==> config.mk <==
export PLATFORM = sky130hd
export DESIGN_NAME = uart_transmit
export DESIGN_NICKNAME = d
export VERILOG_FILES = /design/src/rtl/uart_pkg.sv /design/src/rtl/Counter.sv /design/src/rtl/ShiftRegister_PISO.sv /design/src/rtl/uart_transmit.sv
export SDC_FILE = /design/constraint.sdc
export NUM_CORES = 1
export LEC_CHECK = 0
export CAP_MARGIN = 10
export CORE_ASPECT_RATIO = 2
export CORE_MARGIN = 2
export CORE_UTILIZATION = 45
export DETAILED_ROUTE_END_ITERATION = 7
export MAX_ROUTING_LAYER = met4
export PLACE_DENSITY_LB_ADDON = 0.1
export SYNTH_ARGS = -nofsm -noshare
export SYNTH_HDL_FRONTEND = slang
export SYNTH_SLANG_ARGS = --single-unit
export TNS_END_PERCENT = 20
==> constraint.sdc <==
create_clock -name clock -period 3.34 [get_ports clock]
set_input_delay 1.002 -clock clock [delete_from_list [all_inputs] [get_ports clock]]
set_output_delay 1.002 -clock clock [all_outputs]
set_load 0.01 [all_outputs]
==> src/rtl/uart_pkg.sv <==
// Shared types and frame constants for the UART transmit path.
package uart_pkg;

  typedef enum logic [1:0] {
    IDLE,
    START,
    DATA,
    STOP
  } tx_state_t;

  localparam int DATA_BITS  = 8;
  localparam int FRAME_BITS = 10;

endpackage

==> src/rtl/Counter.sv <==
// Up-counter with synchronous clear that wraps to zero after reaching MAX.
module Counter #(
  parameter int               WIDTH = 4,
  parameter logic [WIDTH-1:0] MAX   = '1
) (
  input  logic             clock,
  input  logic             reset,
  input  logic             clear,
  input  logic             enable,
  output logic [WIDTH-1:0] count
);

  always_ff @(posedge clock) begin
    if (reset || clear) begin
      count <= '0;
    end else if (enable) begin
      count <= (count == MAX) ? '0 : count + 1'b1;
    end
  end

endmodule

==> src/rtl/ShiftRegister_PISO.sv <==
// Parallel-in serial-out shifter: parallel load, right shift, serial out is bit 0.
module ShiftRegister_PISO #(
  parameter int WIDTH = 8
) (
  input  logic             clock,
  input  logic             reset,
  input  logic             load,
  input  logic             shift,
  input  logic [WIDTH-1:0] d,
  output logic             serial,
  output logic             serial_next
);

  logic [WIDTH-1:0] q;

  always_ff @(posedge clock) begin
    if (reset) begin
      q <= '0;
    end else if (load) begin
      q <= d;
    end else if (shift) begin
      q <= {1'b0, q[WIDTH-1:1]};
    end
  end

  assign serial      = q[0];
  // Bit that appears on serial after the next shift, so tx can be registered.
  assign serial_next = q[1];

endmodule

==> src/rtl/uart_transmit.sv <==
// 8N1 UART transmitter with a one-entry holding register for back-to-back frames.
module uart_transmit
  import uart_pkg::*;
#(
  parameter int CLK_SPEED = 5_000_000,
  parameter int BAUD_RATE = 9600
) (
  input  logic       clock,
  input  logic       reset,
  input  logic [7:0] dataIn,
  input  logic       send,
  output logic       ready,
  output logic       tx,
  output logic       finished_send,
  output logic       busy
);

  localparam int BAUD_TICK       = CLK_SPEED / BAUD_RATE;
  localparam int BAUD_TICK_WIDTH = $clog2(BAUD_TICK + 1);
  localparam int BIT_WIDTH       = $clog2(DATA_BITS);

  tx_state_t                  state;
  logic                       hold_valid;
  logic [7:0]                 hold;
  logic [BAUD_TICK_WIDTH-1:0] baud_count;
  logic [BIT_WIDTH-1:0]       bit_count;
  logic                       baud_run;
  logic                       baud_end;
  logic                       bit_last;
  logic                       load;
  logic                       shift;
  logic                       serial;
  logic                       serial_next;
  logic                       stop_last_next;

  assign ready    = ~hold_valid;
  assign busy     = (state != IDLE);
  assign baud_run = (state != IDLE);
  assign baud_end = baud_run && (baud_count == BAUD_TICK_WIDTH'(BAUD_TICK - 1));
  assign bit_last = (bit_count == BIT_WIDTH'(DATA_BITS - 1));
  assign load     = hold_valid && ((state == IDLE) || ((state == STOP) && baud_end));
  assign shift    = (state == DATA) && baud_end;

  // finished_send is registered, so flag the edge that enters the last stop cycle.
  assign stop_last_next = ((state == STOP) && !baud_end && (int'(baud_count) == BAUD_TICK - 2))
                       || (shift && bit_last && (BAUD_TICK == 1));

  Counter #(
    .WIDTH (BAUD_TICK_WIDTH),
    .MAX   (BAUD_TICK_WIDTH'(BAUD_TICK - 1))
  ) u_baud_counter (
    .clock  (clock),
    .reset  (reset),
    .clear  (~baud_run),
    .enable (baud_run),
    .count  (baud_count)
  );

  Counter #(
    .WIDTH (BIT_WIDTH),
    .MAX   (BIT_WIDTH'(DATA_BITS - 1))
  ) u_bit_counter (
    .clock  (clock),
    .reset  (reset),
    .clear  (state != DATA),
    .enable (shift),
    .count  (bit_count)
  );

  ShiftRegister_PISO #(
    .WIDTH (DATA_BITS)
  ) u_shifter (
    .clock       (clock),
    .reset       (reset),
    .load        (load),
    .shift       (shift),
    .d           (hold),
    .serial      (serial),
    .serial_next (serial_next)
  );

  always_ff @(posedge clock) begin
    if (reset) begin
      state         <= IDLE;
      tx            <= 1'b1;
      hold_valid    <= 1'b0;
      hold          <= '0;
      finished_send <= 1'b0;
    end else begin
      finished_send <= stop_last_next;
      if (send && ready) begin
        hold       <= dataIn;
        hold_valid <= 1'b1;
      end
      unique case (state)
        IDLE: begin
          tx <= 1'b1;
          if (hold_valid) begin
            state      <= START;
            tx         <= 1'b0;
            hold_valid <= 1'b0;
          end
        end
        START: begin
          if (baud_end) begin
            state <= DATA;
            tx    <= serial;
          end
        end
        DATA: begin
          if (baud_end) begin
            if (bit_last) begin
              state <= STOP;
              tx    <= 1'b1;
            end else begin
              tx <= serial_next;
            end
          end
        end
        STOP: begin
          if (baud_end) begin
            if (hold_valid) begin
              state      <= START;
              tx         <= 1'b0;
              hold_valid <= 1'b0;
            end else begin
              state <= IDLE;
              tx    <= 1'b1;
            end
          end
        end
        default: state <= IDLE;
      endcase
    end
  end

endmodule
Word level (Yosys, flattened, before mapping):

Index checks and enable logic that the tools add are counted.

* bits in registers: 34
* input port bits: 11
* logic and storage cells: 61

* add/subtract/negate cells: 2
* eq/ne operators: 12
* muxes and demuxes: 21
* bitwise logic cells: 2
* reductions and logical operators: 16

Operators by type and width (number)
* equality test 10 bit, second input constant: 2
* 2-to-1 mux 8 bit: 2
* != test 2 bit, second input constant: 6
* adder 10 x 1 -> 10 bit, second input constant: 1
* 2-to-1 mux 10 bit: 1
* 2-to-1 mux 2 bit: 5
* 2-to-1 mux 1 bit: 9
* case mux 2 bit (4 select lines): 1
* logical AND 1 bit: 7
* AND reduction 5 bit: 1
* equality test 2 bit, second input constant: 2
* case mux 1 bit (4 select lines): 1
* nonzero test 2 bit: 2
* adder 3 x 1 -> 3 bit, second input constant: 1
* equality test 3 bit, second input constant: 1
* logical OR 1 bit: 3
* 2-to-1 mux 3 bit: 1
* AND reduction 3 bit: 1
* equality test 2 x 1 -> 1 bit, second input constant: 1
* zero test 2 bit: 1
* inverter 1 bit: 2
* case mux 1 bit (2 select lines): 1
* zero test 1 bit: 1

Logic depth before layout (Yosys ltp):

* depth in word-level cells: 6
* depth in mapped cells: 6
* mapped depth without buffers: 6

Cells and area by module:

From an unflattened synthesis, not the netlist that was laid out.

* cell total of the unflattened synthesis: 175
* area total of the unflattened synthesis: 1756.7 sq um

Modules (own cells, without submodules)
* uart_transmit: instances 1, cells each 78, area each 739.5 sq um
* Counter (u_baud_counter): instances 1, cells each 49, area each 499.2 sq um
* ShiftRegister_PISO: instances 1, cells each 35, area each 369.1 sq um
* Counter (u_bit_counter): instances 1, cells each 13, area each 148.9 sq um

Worst setup path before layout:

Ideal clock, no wire load.

* kind: input-to-reg
* start point: input send
* end point: register hold[0]
* setup time: 0.128 ns
* arrival time: 1.741 ns
* required time: 3.212 ns
* path slack: 1.471 ns
* cell stages on the path: 4
* buffers on the path: 1
* cells stage by stage: nor2b_1 > clkbuf_1 > mux2i_1 > nor2_1

* cells in the longest elaborated chain, start to end: 1

Ends and longest elaborated chain
* start, declared: RTL line uart_transmit.sv:11 `input logic send,`
* logical AND 1 bit: RTL line uart_transmit.sv:91 `if (send && ready) begin`
* end signal, assigned: RTL line uart_transmit.sv:92 `hold <= dataIn;`
* end, declared: RTL line uart_transmit.sv:24 `logic [7:0] hold;`

No other way between the ends.
A chain may end at the register's enable or synchronous reset.

Worst setup path after layout:

* start point: register state[0]
* end point: output busy

* cells in the longest elaborated chain, start to end: 1

Ends and longest elaborated chain
* start, declared: RTL line uart_transmit.sv:22 `tx_state_t state;`
* start signal, assigned: RTL line uart_transmit.sv:84 `state <= IDLE;`
* start signal, assigned: RTL line uart_transmit.sv:99 `state <= START;`
* start signal, assigned: RTL line uart_transmit.sv:106 `state <= DATA;`
* nonzero test 2 bit: RTL line uart_transmit.sv:37 `assign busy = (state != IDLE);`
* end, declared: RTL line uart_transmit.sv:15 `output logic busy`

No other way between the ends.

==> results.yml <==
critical_path:
  end_kind: "output port"
  ff2ff_setup_slack_ns: 1.30
  r2r_end: "state[0]"
  r2r_start: "state[0]"
  critPathMostFrequentCell: "inv_1"
  cp_cell_sequence: "inv_1 > ha_1 > inv_1 > clkdlybuf4s50_1"
  crit_fanout: 6
  cp.arrival_ns: 1.74
  slowest_stage: "clkdlybuf4s50_1"
  critical_path_class: "register to output port"
  worstPathRequired_ns: 2.34
  worstSetupStartpointType: "register"
  reg2reg_depth: 6
  slowest_delay_ns: 0.55
run:
  maxCapViolCount: 0
min_path:
  hold_path.startpoint: "u_bit_counter.count[1]"
  holdCritPathClass: "register to register"
  holdPathEnd: "u_bit_counter.count[1]"
  whs_path_depth: 2
clocking:
  clock_latency_ns: 0.28
  cts.clk_slew.worst_paths_ns: 0.06
  tritoncts: "done"
  cts.repair.resized: 0
  root_buffer: "clkbuf_8"
  cts_hold_buf: 0
  cts_buffers: 5
  cts.sinks: 34
  clockBufferDepth: 2
  post_cts.repair.setup_buffers: 0
  htreeDepth: 2
timing:
  finalMaxSlewViolations: 0
  maxSlewHeadroom_pct: 29.0
  finalHoldViolations: 0
  finalSetupTns_ns: 0
  worstMarginPinSlew_ns: 1.07
  period_share_pct: 82.1
  grt_setup_unrepaired: "false"
  fin_worst_skew_ns: 0.00464
  setup_violations: 0
  fmax_ghz: 0.364
  fin_crit_ns: 2.74
grt:
  grt_use_met3_pct: 4.79
  met1_usage_pct: 16.8
  antenna_found_initial: 0
  grt_pass1_vias: 1186
  grt_overflow_total: 0
  use_met2_pct: 34.7
  grtUsageTotal_pct: 19.1
  grt_pass1_wl_um: 5260
  grt_busiest_layer: "met2"
  grt_max_degree: 17
floorplanning:
  initial_core_util_pct: 46.2
  rows: 30
  die_y_um: 86.8
  die_w_um: 45.4
  boundaryPins: 15
  core_mm2: 0.00334
  die_area_mm2: 0.00394
yosys:
  yosys.area.top_type: "dfxtp_1"
  synth_top_area_share_pct: 44.1
  yosysSeqAreaShare_pct: 44.1
  synth_edf_count: 0
  ys_ff_latch: 34
  async_flop_share_pct: 0
  synthCells: 164
  synth_fp_nets: 183
  yosysMostFrequentCell: "dfxtp_1"
  synthTopCellsByCount: "dfxtp_1, nor2_1, mux2i_1"
  synthFlopType: "dfxtp_1"
  yosys_warnings: 0
  synth_area_leaders: "dfxtp_1, mux2i_1, ha_1"
  netlist_area_mm2: 0.00154
  avgSynthCellArea_um2: 9.41
  ys_types: 33
power:
  peakVddDrop_mv: 0.422
  power_mw: 1.25
  leakage_nw: 0.728
  power_density_mw_per_mm2: 678
place:
  port_buffers: 14
  place_congestion: 0.760
  dp_hpwl_um: 2500
final_layout:
  layout-drive-gt1-share_pct: 7.53
  antennaDiodeCount: 0
  syn_to_final_growth_pct: 19.5
  fin_nets: 204
  num-fill-cells: 327
drt:
  vias_per_cell: 5.53
  vias: 1205
  ant_nets: 0
  wl_um: 3170
  drc: 0
  dr.first_iter.drc_count: 9
  firstDrtPassIters: 4
  wl_per_cell_um: 14.5
outcome:
  status: "finished clean"
-- routing by layer --
layer	share of wire (%)	up-vias
li1	-	619
met1	36	564
met2	59	16
met3	2.5	6
met4	2.1	0
met5	0	-
-- sequential cells by signal (all words and copies together), names as in the netlist --
register / cells
state: 2
finished_send: 1
u_bit_counter.count: 3
hold: 8
u_baud_counter.count: 10
u_shifter.q: 8
tx: 1
hold_valid: 1
-- worst max-delay path, delay by kind of cell (launching register included) --
kind | cells | cell delay [ns]
adder cells (fa/ha/maj) | 1 | 0.27
flip-flops | 1 | 0.40
buffers and inverters | 3 | 0.79
-- logic make-up (layout without fill, tap and decap cells) --
logic type,after synthesis,after routing,synth area share [%]
compound gates,31,31,11.8
xor+xnor,8,8,4.54
fa+ha+maj,8,8,6.48
buf+inv,11,33,2.67
flops,34,34,44.1
mux,16,16,10.4
simple gates,56,56,20.0
-- through the flow --
| stage | std cells | worst slack, ns | instance area [um^2] | utilization, % | hold slack, ns |
|---|---|---|---|---|---|
| 2_1_floorplan | 164 | 1.47 | 1540 | - | 0.430 |
| 3_3_place_gp | 210 | 0.963 | 1740 | 51.9 | 0.441 |
| 3_5_place_dp | 210 | 0.910 | 1740 | 51.9 | 0.456 |
| 4_1_cts | 218 | 0.600 | 1850 | 55.2 | 0.470 |
| 5_1_grt | 218 | 0.498 | 1850 | 55.2 | 0.487 |
| 6_report | 218 | 0.596 | 1850 | 55.2 | 0.466 |
-- report_power, final --
part | switching [mW] | internal [mW]
registers | 0.0492 | 0.473
logic | 0.207 | 0.171
clock network | 0.143 | 0.208
-- cells in the final DEF, fill, tap and decap left out --
| master | netlist | final |
|---|---|---|
| nor4b_4 | 2 | 2 |
| nand2b_1 | 1 | 1 |
| clkbuf_8 | 0 | 8 |
| nand2_1 | 11 | 11 |
| o22ai_1 | 1 | 1 |
| xor2_1 | 2 | 2 |
| nor2_1 | 22 | 22 |
| nor3_1 | 4 | 4 |
| nand4b_1 | 2 | 2 |
| clkdlybuf4s50_1 | 0 | 14 |
| or3b_1 | 2 | 2 |
| a211oi_1 | 1 | 1 |
| o32ai_1 | 1 | 1 |
| a21oi_1 | 11 | 11 |
| a31oi_1 | 1 | 1 |
| xnor2_1 | 6 | 6 |
| ha_1 | 8 | 8 |
| buf_4 | 0 | 3 |
| and3_1 | 1 | 1 |
| or3_1 | 1 | 1 |
| a41oi_1 | 1 | 1 |
| o21ai_0 | 11 | 11 |
| a311oi_1 | 1 | 1 |
| a211o_1 | 1 | 1 |
| a221oi_1 | 1 | 1 |
| a32oi_1 | 1 | 1 |
| clkinv_1 | 1 | 1 |
| nand4_2 | 1 | 1 |
| dfxtp_1 | 34 | 34 |
| nor4_1 | 2 | 2 |
| or2_0 | 1 | 1 |
| nor2b_1 | 2 | 2 |
| inv_1 | 7 | 7 |
| mux2i_1 | 16 | 16 |
| nand3_1 | 4 | 4 |
-- cell type report --
cell class	count	area [um^2]	share of cell area, %
clock buffers	8	110	5.97
flip-flops and latches	34	681	36.9
well taps	32	40.0	2.17
multi-input cells	119	822	44.5
inverters	8	30.0	1.63
repair buffers	17	163	8.81
-- worst max-delay path by stage --
stage	slack [ns]	depth (start not counted)	start	endpoint
finish	0.60	4	state[0]	busy
CTS	0.60	4	state[0]	busy
global placement	0.96	4	state[0]	busy
global route	0.50	4	state[0]	busy
floorplan	1.47	4	send	hold[0]
detailed placement	0.91	4	state[0]	busy
Note: power is estimated with default switching activity, not from simulation.
